**src/rtl/booth_pkg.sv**
```systemverilog
`default_nettype none
// ============================================================================
// Module      : booth_pkg
// Description : Shared types and constants for the sequential Booth multiplier.
//               BOOTH_RADIX4_EN selects radix-4 (modified Booth) recoding.
// Revision    : 1.0 - initial release
// ============================================================================
package booth_pkg;

    localparam int DEFAULT_WIDTH = 8;

    typedef enum logic [1:0] {
        IDLE = 2'd0,
        RUN  = 2'd1,
        DONE = 2'd2
    } state_t;

    typedef enum logic [2:0] {
        NOP    = 3'd0,
        ADD_M  = 3'd1,
        SUB_M  = 3'd2,
        ADD_2M = 3'd3,
        SUB_2M = 3'd4
    } booth_op_t;

`ifdef BOOTH_RADIX4_EN
    localparam int RADIX_SHIFT = 2;
    localparam int RECODE_BITS = 3;
`else
    localparam int RADIX_SHIFT = 1;
    localparam int RECODE_BITS = 2;
`endif

endpackage
`default_nettype wire

```
**src/rtl/booth_recoder.sv**
```systemverilog
`default_nettype none
// ============================================================================
// Module      : booth_recoder
// Description : Combinational Booth recoder; radix-4 when BOOTH_RADIX4_EN is
//               defined ({Q[i+1],Q[i],Q[i-1]}), radix-2 otherwise ({Q[i],Q[i-1]}).
// Revision    : 1.0 - initial release
// ============================================================================
module booth_recoder
    import booth_pkg::*;
(
    input  logic [RECODE_BITS-1:0] i_bits,
    output booth_op_t              o_op
);

    always_comb begin
        o_op = NOP;
`ifdef BOOTH_RADIX4_EN
        case (i_bits)
            3'b001, 3'b010: o_op = ADD_M;
            3'b011:         o_op = ADD_2M;
            3'b100:         o_op = SUB_2M;
            3'b101, 3'b110: o_op = SUB_M;
            default:        o_op = NOP;
        endcase
`else
        case (i_bits)
            2'b01:   o_op = ADD_M;
            2'b10:   o_op = SUB_M;
            default: o_op = NOP;
        endcase
`endif
    end

endmodule
`default_nettype wire

```
**src/rtl/seq_booth_mult.sv**
```systemverilog
`default_nettype none
// ============================================================================
// Module      : seq_booth_mult
// Description : Sequential signed Booth multiplier with valid/ready handshakes.
//               BOOTH_RADIX4_EN builds radix-4 (WIDTH/2 iterations), else radix-2.
// Revision    : 1.0 - initial release
// ============================================================================
module seq_booth_mult
    import booth_pkg::*;
#(
    parameter int WIDTH = DEFAULT_WIDTH
) (
    input  logic                 clk,
    input  logic                 rst_n,
    input  logic                 in_valid,
    output logic                 in_ready,
    input  logic [WIDTH-1:0]     multiplicand,
    input  logic [WIDTH-1:0]     multiplier,
    output logic                 out_valid,
    input  logic                 out_ready,
    output logic [2*WIDTH-1:0]   product
);

    // Extra guard bits keep +-M (and +-2M) exact when M = -2^(WIDTH-1)
    localparam int c_ACC_W = WIDTH + RADIX_SHIFT;
    localparam int c_N     = WIDTH / RADIX_SHIFT;
    localparam int c_CNT_W = (c_N > 2) ? $clog2(c_N) : 1;
    localparam int c_SR_W  = c_ACC_W + WIDTH + 1;
    localparam logic [c_CNT_W-1:0] c_LAST = c_CNT_W'(c_N - 1);

    if (WIDTH < 4 || WIDTH > 32) begin : g_bad_width_range
        $error("seq_booth_mult: WIDTH must be in 4..32");
    end

`ifdef BOOTH_RADIX4_EN
    if (WIDTH % 2 != 0) begin : g_odd_width
        $error("seq_booth_mult: radix-4 build requires even WIDTH");
    end
`endif

    state_t                 r_state;
    logic [WIDTH-1:0]       r_m;
    logic [WIDTH-1:0]       r_q;
    logic                   r_qm1;
    logic [c_ACC_W-1:0]     r_acc;
    logic [c_CNT_W-1:0]     r_cnt;
    logic [2*WIDTH-1:0]     r_product;

    logic [RECODE_BITS-1:0] w_recode_bits;
    booth_op_t              w_op;
    logic [c_ACC_W-1:0]     w_m_ext;
    logic [c_ACC_W-1:0]     w_addend;
    logic [c_ACC_W-1:0]     w_sum;
    logic [c_SR_W-1:0]      w_shifted;

    assign w_recode_bits = {r_q[RECODE_BITS-2:0], r_qm1};

    booth_recoder u_recoder (
        .i_bits (w_recode_bits),
        .o_op   (w_op)
    );

    assign w_m_ext = {{RADIX_SHIFT{r_m[WIDTH-1]}}, r_m};

    always_comb begin
        w_addend = '0;
        case (w_op)
            ADD_M:   w_addend = w_m_ext;
            SUB_M:   w_addend = -w_m_ext;
            ADD_2M:  w_addend = w_m_ext << 1;
            SUB_2M:  w_addend = -(w_m_ext << 1);
            default: w_addend = '0;
        endcase
    end

    assign w_sum     = r_acc + w_addend;
    // {A, Q, Q[-1]} shifts as one signed register
    assign w_shifted = $signed({w_sum, r_q, r_qm1}) >>> RADIX_SHIFT;

    always_ff @(posedge clk or negedge rst_n) begin
        if (!rst_n) begin
            r_state   <= IDLE;
            r_m       <= '0;
            r_q       <= '0;
            r_qm1     <= 1'b0;
            r_acc     <= '0;
            r_cnt     <= '0;
            r_product <= '0;
        end else begin
            case (r_state)
                IDLE: begin
                    if (in_valid) begin
                        r_m     <= multiplicand;
                        r_q     <= multiplier;
                        r_qm1   <= 1'b0;
                        r_acc   <= '0;
                        r_cnt   <= '0;
                        r_state <= RUN;
                    end
                end
                RUN: begin
                    r_acc <= w_shifted[c_SR_W-1 -: c_ACC_W];
                    r_q   <= w_shifted[WIDTH:1];
                    r_qm1 <= w_shifted[0];
                    r_cnt <= r_cnt + c_CNT_W'(1);
                    if (r_cnt == c_LAST) begin
                        r_product <= w_shifted[2*WIDTH:1];
                        r_state   <= DONE;
                    end
                end
                DONE: begin
                    if (out_ready) begin
                        r_state <= IDLE;
                    end
                end
                default: r_state <= IDLE;
            endcase
        end
    end

    assign in_ready  = (r_state == IDLE);
    assign out_valid = (r_state == DONE);
    assign product   = r_product;

endmodule
`default_nettype wire
```
**config.mk**
```make
export PLATFORM = sky130hd
export DESIGN_NAME = seq_booth_mult
export DESIGN_NICKNAME = d
export VERILOG_FILES = /design/src/rtl/booth_pkg.sv /design/src/rtl/booth_recoder.sv /design/src/rtl/seq_booth_mult.sv
export SDC_FILE = /design/constraint.sdc
export NUM_CORES = 1
export LEC_CHECK = 0
export ABC_AREA = 0
export CAP_MARGIN = 20
export CORE_UTILIZATION = 50
export CTS_CLUSTER_DIAMETER = 60
export DETAILED_ROUTE_END_ITERATION = 8
export PLACE_DENSITY_LB_ADDON = 0.3
export SETUP_SLACK_MARGIN = 0.05
export SLEW_MARGIN = 20
export SYNTH_ARGS = -nofsm -noshare
export SYNTH_HDL_FRONTEND = slang
export SYNTH_HIERARCHICAL = 1
export SYNTH_SLANG_ARGS = --single-unit
```
**constraint.sdc**
```tcl
create_clock -name clk -period 3.8 [get_ports clk]
set_clock_uncertainty 0.05 [all_clocks]
set_input_delay 1.14 -clock clk [delete_from_list [all_inputs] [get_ports clk]]
set_output_delay 1.14 -clock clk [all_outputs]
set_load 0.02 [all_outputs]
```
Word level (Yosys, flattened, before mapping)
Cells that the tools add are included.

Add/subtract/negate cells: 4. Shift operators: 0. Reduce and logical (&&, ||, !) cells: 6. Multiplexer cells: 14. $mul: 0. Divide/modulo/power cells: 0. Order comparisons: 0. Equality and inequality tests: 12. Bitwise gates (word level): 0.

Operators by type and width (number): 9-bit one-hot mux with 4 select lines (1); 9-bit negator (2); 9-bit one-hot mux with 2 select lines (1); 8-bit one-hot mux with 2 select lines (1); 9-bit adder (1); 9-bit 2-to-1 mux (1); 8-bit 2-to-1 mux (1); 3-bit by 2-bit == test with 1-bit output (second input constant) (2); 3-bit == test (second input constant) (2); 2-bit 2-to-1 mux (3); 2-bit one-hot mux with 3 select lines (1); 3-bit one-hot mux with 2 select lines (1); 2-bit AND reduction (3); 2-bit by 1-bit == test with 1-bit output (second input constant) (2); 2-bit == test (second input constant) (2); 2-bit inequality test (second input constant) (2); 2-bit one-hot mux with 2 select lines (1); 3-bit by 1-bit adder with 3-bit output (second input constant) (1); 3-bit by 1-bit == test with 1-bit output (second input constant) (1); 3-bit 2-to-1 mux (1); 3-bit AND reduction (1); 2-bit zero test (1); 2-bit by 1-bit inequality test with 1-bit output (second input constant) (1); 1-bit one-hot mux with 2 select lines (1); other kinds (2) (2).

Word-level logic and storage cells: 43. Memory bits (writable): 0. Output and inout bits: 18. Register bits after elaboration: 47. Input port bits: 20. Bits in latches: 0. Memory bits (read-only): 0. Memories kept: 0.

Depth between registers and ports, before layout
Gate-level depths: netlist (run 1).

Depth in word-level cells: 6. Gate-level depth with buffers: 15. Depth with buffers taken out: 15.

Hierarchy
The synthesis (run 1) kept the hierarchy.

Modules (own cells, without submodules): seq_booth_mult (cells an instance 292, area an instance 2606.2 um^2, seq. area each 1151.1 um^2, instances 1); booth_recoder (cells an instance 4, area an instance 26.3 um^2, seq. area each 0.0 um^2, instances 1).

Worst setup path before layout (run 1)
OpenSTA, ideal clock, no wires.

Path kind: flip-flop to flip-flop. Start: register r_q[0]. End: register r_acc[7]. Arrival time: 2836 ps. Required time: 3671 ps. Slack: 834 ps. Path buffers: 2. Clock period less this slack: 2966 ps. Setup time: 79 ps. Stages on the path, launching flop included: 15. Cells stage by stage: dfrtp_1 and2b_2 clkbuf_1 clkbuf_1 xnor2_1 nor3_1 ha_1 inv_1 fa_1 nor2b_1 o31a_1 o21ai_0 nand2b_1 mux2i_1 mux2i_1.

Cells in the longest elaborated chain, start to end: 6. Elaborated cells on any way between the ends: 10. Those cells by class: add/sub: 1; eq/ne: 6; mux: 3.

Ends and longest elaborated chain: start, declared (line seq_booth_mult.sv:43) `logic [WIDTH-1:0] r_q;`; start signal, assigned (line seq_booth_mult.sv:94) `r_q <= multiplier;`; start signal, assigned (line seq_booth_mult.sv:103) `r_q <= w_shifted[WIDTH:1];`; 2-bit == test / 2-bit by 1-bit == test with 1-bit output (equally long branches) (line booth_recoder.sv:26) `case (i_bits)`; 2-bit one-hot mux with 2 select lines (*) (line booth_recoder.sv:26); net w_op[0] (line seq_booth_mult.sv:50) `booth_op_t w_op;`; 3-bit == test, or another cell as far along (line seq_booth_mult.sv:67) `case (w_op)`; 9-bit one-hot mux with 4 select lines (*) (line seq_booth_mult.sv:67); 9-bit adder (*) (line seq_booth_mult.sv:76) `assign w_sum = r_acc + w_addend;`; 9-bit one-hot mux with 2 select lines (*) (line seq_booth_mult.sv:90) `case (r_state)`; end signal, assigned (line seq_booth_mult.sv:102) `r_acc <= w_shifted[c_SR_W-1 -: c_ACC_W];`; end, declared (line seq_booth_mult.sv:45) `logic [c_ACC_W-1:0] r_acc;`.

The timed path passes the listed nets; every way through them passes the cells marked *. A chain may end at the register's enable or synchronous reset.

Worst setup path after layout (run 1)
Start: register r_m[0]. End: register r_acc[7].

Cells in the longest elaborated chain, start to end: 4. Elaborated cells on any way between the ends: 5. Those cells by class: add/sub: 3; mux: 2.

Ends and longest elaborated chain: start, declared (line seq_booth_mult.sv:42) `logic [WIDTH-1:0] r_m;`; start signal, assigned (line seq_booth_mult.sv:93) `r_m <= multiplicand;`; 9-bit negator (on tied branches) (line seq_booth_mult.sv:69, seq_booth_mult.sv:71); 9-bit one-hot mux with 4 select lines (*) (line seq_booth_mult.sv:67); 9-bit adder (*) (line seq_booth_mult.sv:76); 9-bit one-hot mux with 2 select lines (*) (line seq_booth_mult.sv:90).

Every way passes the cells marked *; elsewhere a longest branch is shown, timed or not.

==> reports/metrics.yaml, run 1 <==
power_and_ir_drop:
  p_per_area_mw_per_mm2: 979
  p_clk_frac: 0.101
  p_total_mw: 3.06
  power.net_switching_mw: 1.38
  peakVddDrop_mv: 0.439
  switching_share: 0.449
  leakagePower_nw: 1.38
  comb_power_share: 0.586
  p_int_mw: 1.69
  pwr-share-seq: 0.313
setup_path:
  cp.arrival_ns: 3.48
  crit_path_end_kind: "register"
  path_max_fanout: 5
  start_kind: "register"
  path_class: "register to register"
  regToRegSetupSlack_ns: 0.50
  crit_required_ns: 3.99
synth:
  synth_top_family_by_area: "simple AND/OR/NAND/NOR gates"
  ys_seq_area_frac: 0.437
  ys_async_sr_fraction: 1.00
  synthFlopType: "dfrtp_1"
  syn_avg_cell_area_um2: 8.89
  yosys_warnings: 6
  synthSimpleGateAreaFrac: 0.208
  ys_seq_elements: 46
  synth_compound_area_frac: 0.145
  synth.distinct_cells: 41
  synth_area_mm2: 0.00263
  synthAdderAreaFrac: 0.0599
  synth_mux_area_frac: 0.0618
  synth_edf_count: 0
  syn_inst: 296
  synth_xor_area_frac: 0.0452
  synthesis.nets: 328
finish:
  diodes: 0
  layout_common_cells: "nand2_1, dfrtp_1, clkdlybuf4s50_1, o21ai_0, nor2_1"
  stdcell_area_mm2: 0.00313
  fin_nets: 357
  area_growth_syn_to_layout_pct: 18.8
  drive_gt1_frac: 0.0859
  fillers: 476
  final_common_cell: "nand2_1"
clocking:
  insertion_delay_ns: 0.30
  cts_tree: "yes"
  cts-root-buf: "clkbuf_8"
  cts_setup_buffers: 0
  cts_max_level: 2
  cts-resized-gates: 0
  cts_buffers: 5
  hold_buffers: 0
  clockBufferDepth: 2
  cts_sinks: 46
  path_clk_slew_ns: 0.09
outcome:
  status: "finished clean"
sta:
  final_hold_viol_count: 0
  finalSetupViolCount: 0
  fmax_ghz: 0.303
  hold_slack_ns: 0.438
  min_period_ns: 3.30
  rsz0062_at_grt: "no"
  fin_setup_tns_ns: 0
  tightest_slew_ns: 0.847
  period_share: 0.867
  report.final.slew_viol_count: 0
  fin_ws_ns: 0.505
  slew_headroom: 0.434
die:
  num_rows: 26
  fp.dieArea_mm2: 0.00556
  die_x_um: 74.6
  initial_utilization: 0.519
  core_mm2: 0.00507
  die_h_um: 74.6
  ios: 38
drt:
  wire_per_inst_um: 14.0
  vias_per_cell: 5.47
  drt_iter0_drc: 154
  via_count: 2165
  routed_wl_mm: 5.53
  dr.pass1.iters: 4
  drtAntennaViolNets: 0
  drc: 0
global_routing:
  grt_max_degree: 47
  overflow: 0
  grt_pass1_wl_mm: 9.26
  grt_pass1_vias: 1973
  track_usage: 0.216
  antenna_found_initial: 0
placed_design:
  dpl_cell_area_mm2: 0.00304
  dpl.hpwl_mm: 3.84
  pre_cts_ws_ns: 0.573
  io_buffer_count: 37
  place_congestion: 0.880
hold_path:
  min-delay-path-class: "register to register"
flow_run:
  cap_violations: 0
-- critical path, stage by stage (launching register included) --
cell and delay (ns):
dfrtp_1 0.44, inv_1 0.12, ha_1 0.22, nor3b_2 0.33, nor3b_1 0.35, nor3b_1 0.09
or4_1 0.40, o21ai_1 0.10, ha_1 0.19, nand2_1 0.06, o21ai_0 0.15, o21ai_0 0.18
nand2b_1 0.19, mux2i_1 0.17, mux2i_1 0.19
-- per-layer routing --
metal / vias up / part of all wire / GRT usage
li1: 1062 / - / -
met1: 1036 / 0.45 / 0.295
met2: 57 / 0.48 / 0.341
met3: 10 / 0.044 / 0.0420
met4: 0 / 0.018 / 0.0839
met5: - / 0 / 0
-- logic make-up (layout without fill, tap and decap cells) --
family | count (synthesis) | count (layout)
muxes | 15 | 15
adders and majority gates | 12 | 12
buffers and inverters | 28 | 58
xor gates and xnor gates | 12 | 12
AOI/OAI and AO/OA | 66 | 66
DFF | 46 | 46
and+or+nand+nor | 116 | 116
other | 1 | 1
-- cell usage after synthesis (7+ instances only) --
library cell  instances  area share
a21oi_1              11       0.021
a31oi_1               9       0.021
clkbuf_1             16       0.023
dfrtp_1              46        0.44
ha_1                 11       0.052
inv_1                10       0.014
mux2_2               10       0.043
nand2_1              64       0.091
nor2_1               18       0.026
o21ai_0              31       0.059
xnor2_1               7       0.023
-- power groups by stage --
stage                     clock network, mW  registers [mW]  logic, mW
final                                 0.309           0.959       1.79
after global routing                  0.330           0.995       2.02
after CTS                             0.314           0.959       1.80
after detailed placement                  0           0.966       1.80
after global placement                    0           0.955       1.75
after floorplan                           0            1.00       1.23
-- state kept, by name (all words and copies together), names as in the netlist --
signal,count
r_m,8
product,16
r_q,8
r_state,2
r_cnt,3
r_qm1,1
r_acc,8
-- final cells by class --
class                      count  area (um^2)  share of cell area
tap                           70         87.6              0.0280
clock inverter                 3         18.8             0.00600
clock buffer                   5         68.8              0.0220
timing repair buffer          40          390               0.125
sequential                    46         1150               0.368
multi-input combinational    222         1370               0.439
inverter                      10         37.5              0.0120
-- worst paths after layout --
path / endpoint / cells past startpoint / startpoint
max reg2reg: r_acc[7] / 14 / r_m[0]
min: product[12] / 2 / product[12]
min in group asynchronous: product[9] / 1 / rst_n
min reg2reg: product[12] / 2 / product[12]
max in group asynchronous: r_m[1] / 1 / rst_n
max: r_acc[7] / 14 / r_m[0]
-- metrics by stage --
| step | instances | utilization |
|---|---|---|
| final | 396 | 0.616 |
| after global routing | 396 | 0.616 |
| after global placement | 388 | 0.598 |
| after floorplan | 296 | - |
| after detailed placement | 388 | 0.598 |
| after CTS | 396 | 0.615 |
Note: power is estimated with default switching activity, not from simulation.
==> run 2: changes to the inputs <==
--- a/config.mk
+++ b/config.mk
@@ -10,7 +10,7 @@
 export CORE_UTILIZATION = 50
 export CTS_CLUSTER_DIAMETER = 60
 export DETAILED_ROUTE_END_ITERATION = 8
-export PLACE_DENSITY_LB_ADDON = 0.3
+export PLACE_DENSITY = 0.74
 export SETUP_SLACK_MARGIN = 0.05
 export SLEW_MARGIN = 20
 export SYNTH_ARGS = -nofsm -noshare
==> run 2 against run 1 <==
Critical path depth stayed put; sequential cell count stayed put; non-clock buffer count is 1 lower; clock power hardly changed; global-route usage is 0.12 points higher; total power is 0.92% lower; maximum frequency is 0.67% lower; worst setup slack worse by 0.022 ns; final cell count is 0.25% lower; largest cell class unchanged.
==> reports/metrics.yaml, run 2 (same netlist as run 1, synthesis figures left out) <==
outcome:
  status: "finished clean"  # unchanged
die:
  core_mm2: 0.00507  # unchanged
  ios: 38  # unchanged
  num_rows: 26  # unchanged
  initial_utilization: 0.519  # unchanged
  fp.dieArea_mm2: 0.00556  # unchanged
  die_h_um: 74.6  # unchanged
  die_x_um: 74.6  # unchanged
global_routing:
  overflow: 0  # unchanged
  grt_max_degree: 47  # unchanged
  antenna_found_initial: 0  # unchanged
  track_usage: 0.218  # was 0.216
  grt_pass1_vias: 1977  # was 1973
  grt_pass1_wl_mm: 9.19  # was 9.26 mm
drt:
  vias_per_cell: 5.34  # was 5.47
  routed_wl_mm: 5.30  # was 5.53 mm
  drtAntennaViolNets: 0  # unchanged
  drt_iter0_drc: 112  # was 154
  drc: 0  # unchanged
  wire_per_inst_um: 13.4  # was 14.0 um
  via_count: 2108  # was 2165
  dr.pass1.iters: 4  # unchanged
placed_design:
  place_congestion: 0.897  # was 0.880
  dpl.hpwl_mm: 3.76  # was 3.84 mm
  dpl.cell_count: 387  # was 388
  dpl_cell_area_mm2: 0.00303  # was 0.00304 mm^2
  io_buffer_count: 37  # unchanged
sta:
  fmax_ghz: 0.301  # was 0.303 GHz
  finalSetupViolCount: 0  # unchanged
  min_period_ns: 3.32  # was 3.30 ns
  period_share: 0.873  # was 0.867
  final_hold_viol_count: 0  # unchanged
  fin_setup_tns_ns: 0  # unchanged
  rsz0062_at_grt: "no"  # unchanged
  report.final.slew_viol_count: 0  # unchanged
  tightest_slew_ns: 1.04  # was 0.847 ns
  hold_slack_ns: 0.433  # was 0.438 ns
  slew_headroom: 0.306  # was 0.434
finish:
  largest_register_ffs: 16  # unchanged
  layout.cells.non_filler: 395  # was 396
  fillers: 471  # was 476
  area_growth_syn_to_layout_pct: 18.4  # was 18.8%
  diodes: 0  # unchanged
  utilization: 0.614  # was 0.616
  final_common_cell: "nand2_1"  # unchanged
  drive_gt1_frac: 0.0800  # was 0.0859
  fin_nets: 356  # was 357
  seq_area_mm2: 0.00115  # unchanged
  layout_common_cells: "nand2_1, dfrtp_1, clkdlybuf4s50_1, o21ai_0, nor2_1"  # unchanged
  stdcell_area_mm2: 0.00312  # was 0.00313 mm^2
  multi_input_area_mm2: 0.00137  # about the same
setup_path:
  critical_path.slowest_cell: "dfrtp_1"  # unchanged
  max_stage_delay_ns: 0.44  # about the same
  path_class: "register to register"  # unchanged
  crit_required_ns: 3.98  # was 3.99 ns
  crit_path_end_kind: "register"  # unchanged
  cp.arrival_ns: 3.49  # was 3.48 ns
  crit_chain: "inv_1 > ha_1 > nor3b_2 > nor3b_1 > nor3b_1 > or4_1 > o21ai_1 > ha_1 > nand2_1 > o21ai_0 > o21ai_0 > nand2b_1 > mux2i_1 > mux2i_1"  # unchanged
  path_max_fanout: 5  # unchanged
  critPathTopFamily: "simple AND/OR/NAND/NOR gates"  # unchanged
  path_buf_inv: 1  # unchanged
  start_kind: "register"  # unchanged
clocking:
  clockBufferDepth: 2  # unchanged
  cts-resized-gates: 0  # unchanged
  cts_max_level: 2  # unchanged
  hold_buffers: 0  # unchanged
  cts_setup_buffers: 0  # unchanged
  cts_sinks: 46  # unchanged
  insertion_delay_ns: 0.30  # about the same
  path_clk_slew_ns: 0.09  # about the same
  cts_buffers: 5  # unchanged
  cts-root-buf: "clkbuf_8"  # unchanged
  cts_tree: "yes"  # unchanged
power_and_ir_drop:
  peakVddDrop_mv: 0.478  # was 0.439 mV
  leakagePower_nw: 1.37  # was 1.38 nW
  p_per_area_mw_per_mm2: 973  # was 979 mW/mm^2
hold_path:
  min-delay-path-class: "register to register"  # unchanged
flow_run:
  cap_violations: 0  # unchanged
run 2: tightest hold or removal path: cells and delay by family (launching register included):
family           cells  cell delay (ns)
AO/OA/AOI/OAI        1             0.06
AND/OR/NAND/NOR      1             0.04
flip-flops           1             0.35
run 2: per-stage QoR:
step                setup WS (ns)  total power [mW]
detailed placement          0.516              2.74
global route                0.128              3.34
global placement            0.701              2.70
finish                      0.483              3.03
CTS                         0.480              3.05
floorplan                   0.834              2.23
run 2: layer usage:
| metal | track usage | share of wire | vias up |
|---|---|---|---|
| li1 | - | - | 1064 |
| met1 | 0.296 | 0.49 | 994 |
| met2 | 0.358 | 0.47 | 45 |
| met3 | 0.0366 | 0.028 | 5 |
| met4 | 0.0629 | 0.011 | 0 |
| met5 | 0 | 0 | - |
run 2: where the power goes:
part / switching (mW) / total, mW / leakage (nW) / internal [mW]
clock network: 0.176 / 0.306 / 0.0483 / 0.130
registers: 0.209 / 0.951 / 0.550 / 0.742
logic: 0.969 / 1.78 / 0.773 / 0.808
run 2: final timing paths:
path                       cells after the start  slack (ns)         from     endpoint
min in group asynchronous                      1        0.77        rst_n  product[12]
max                                           14        0.48       r_m[0]     r_acc[7]
min reg2reg                                    2        0.43  product[14]  product[14]
max in group asynchronous                      1        2.52        rst_n       r_m[3]
min                                            2        0.43  product[14]  product[14]
max reg2reg                                   14        0.48       r_m[0]     r_acc[7]
run 2: cell type report:
cell class,instances,area share
clock buffer,5,0.0221
clock inverter,3,0.00602
inverter,10,0.0120
multi-input combinational,222,0.440
sequential,46,0.369
tap,70,0.0281
timing repair buffer,39,0.123
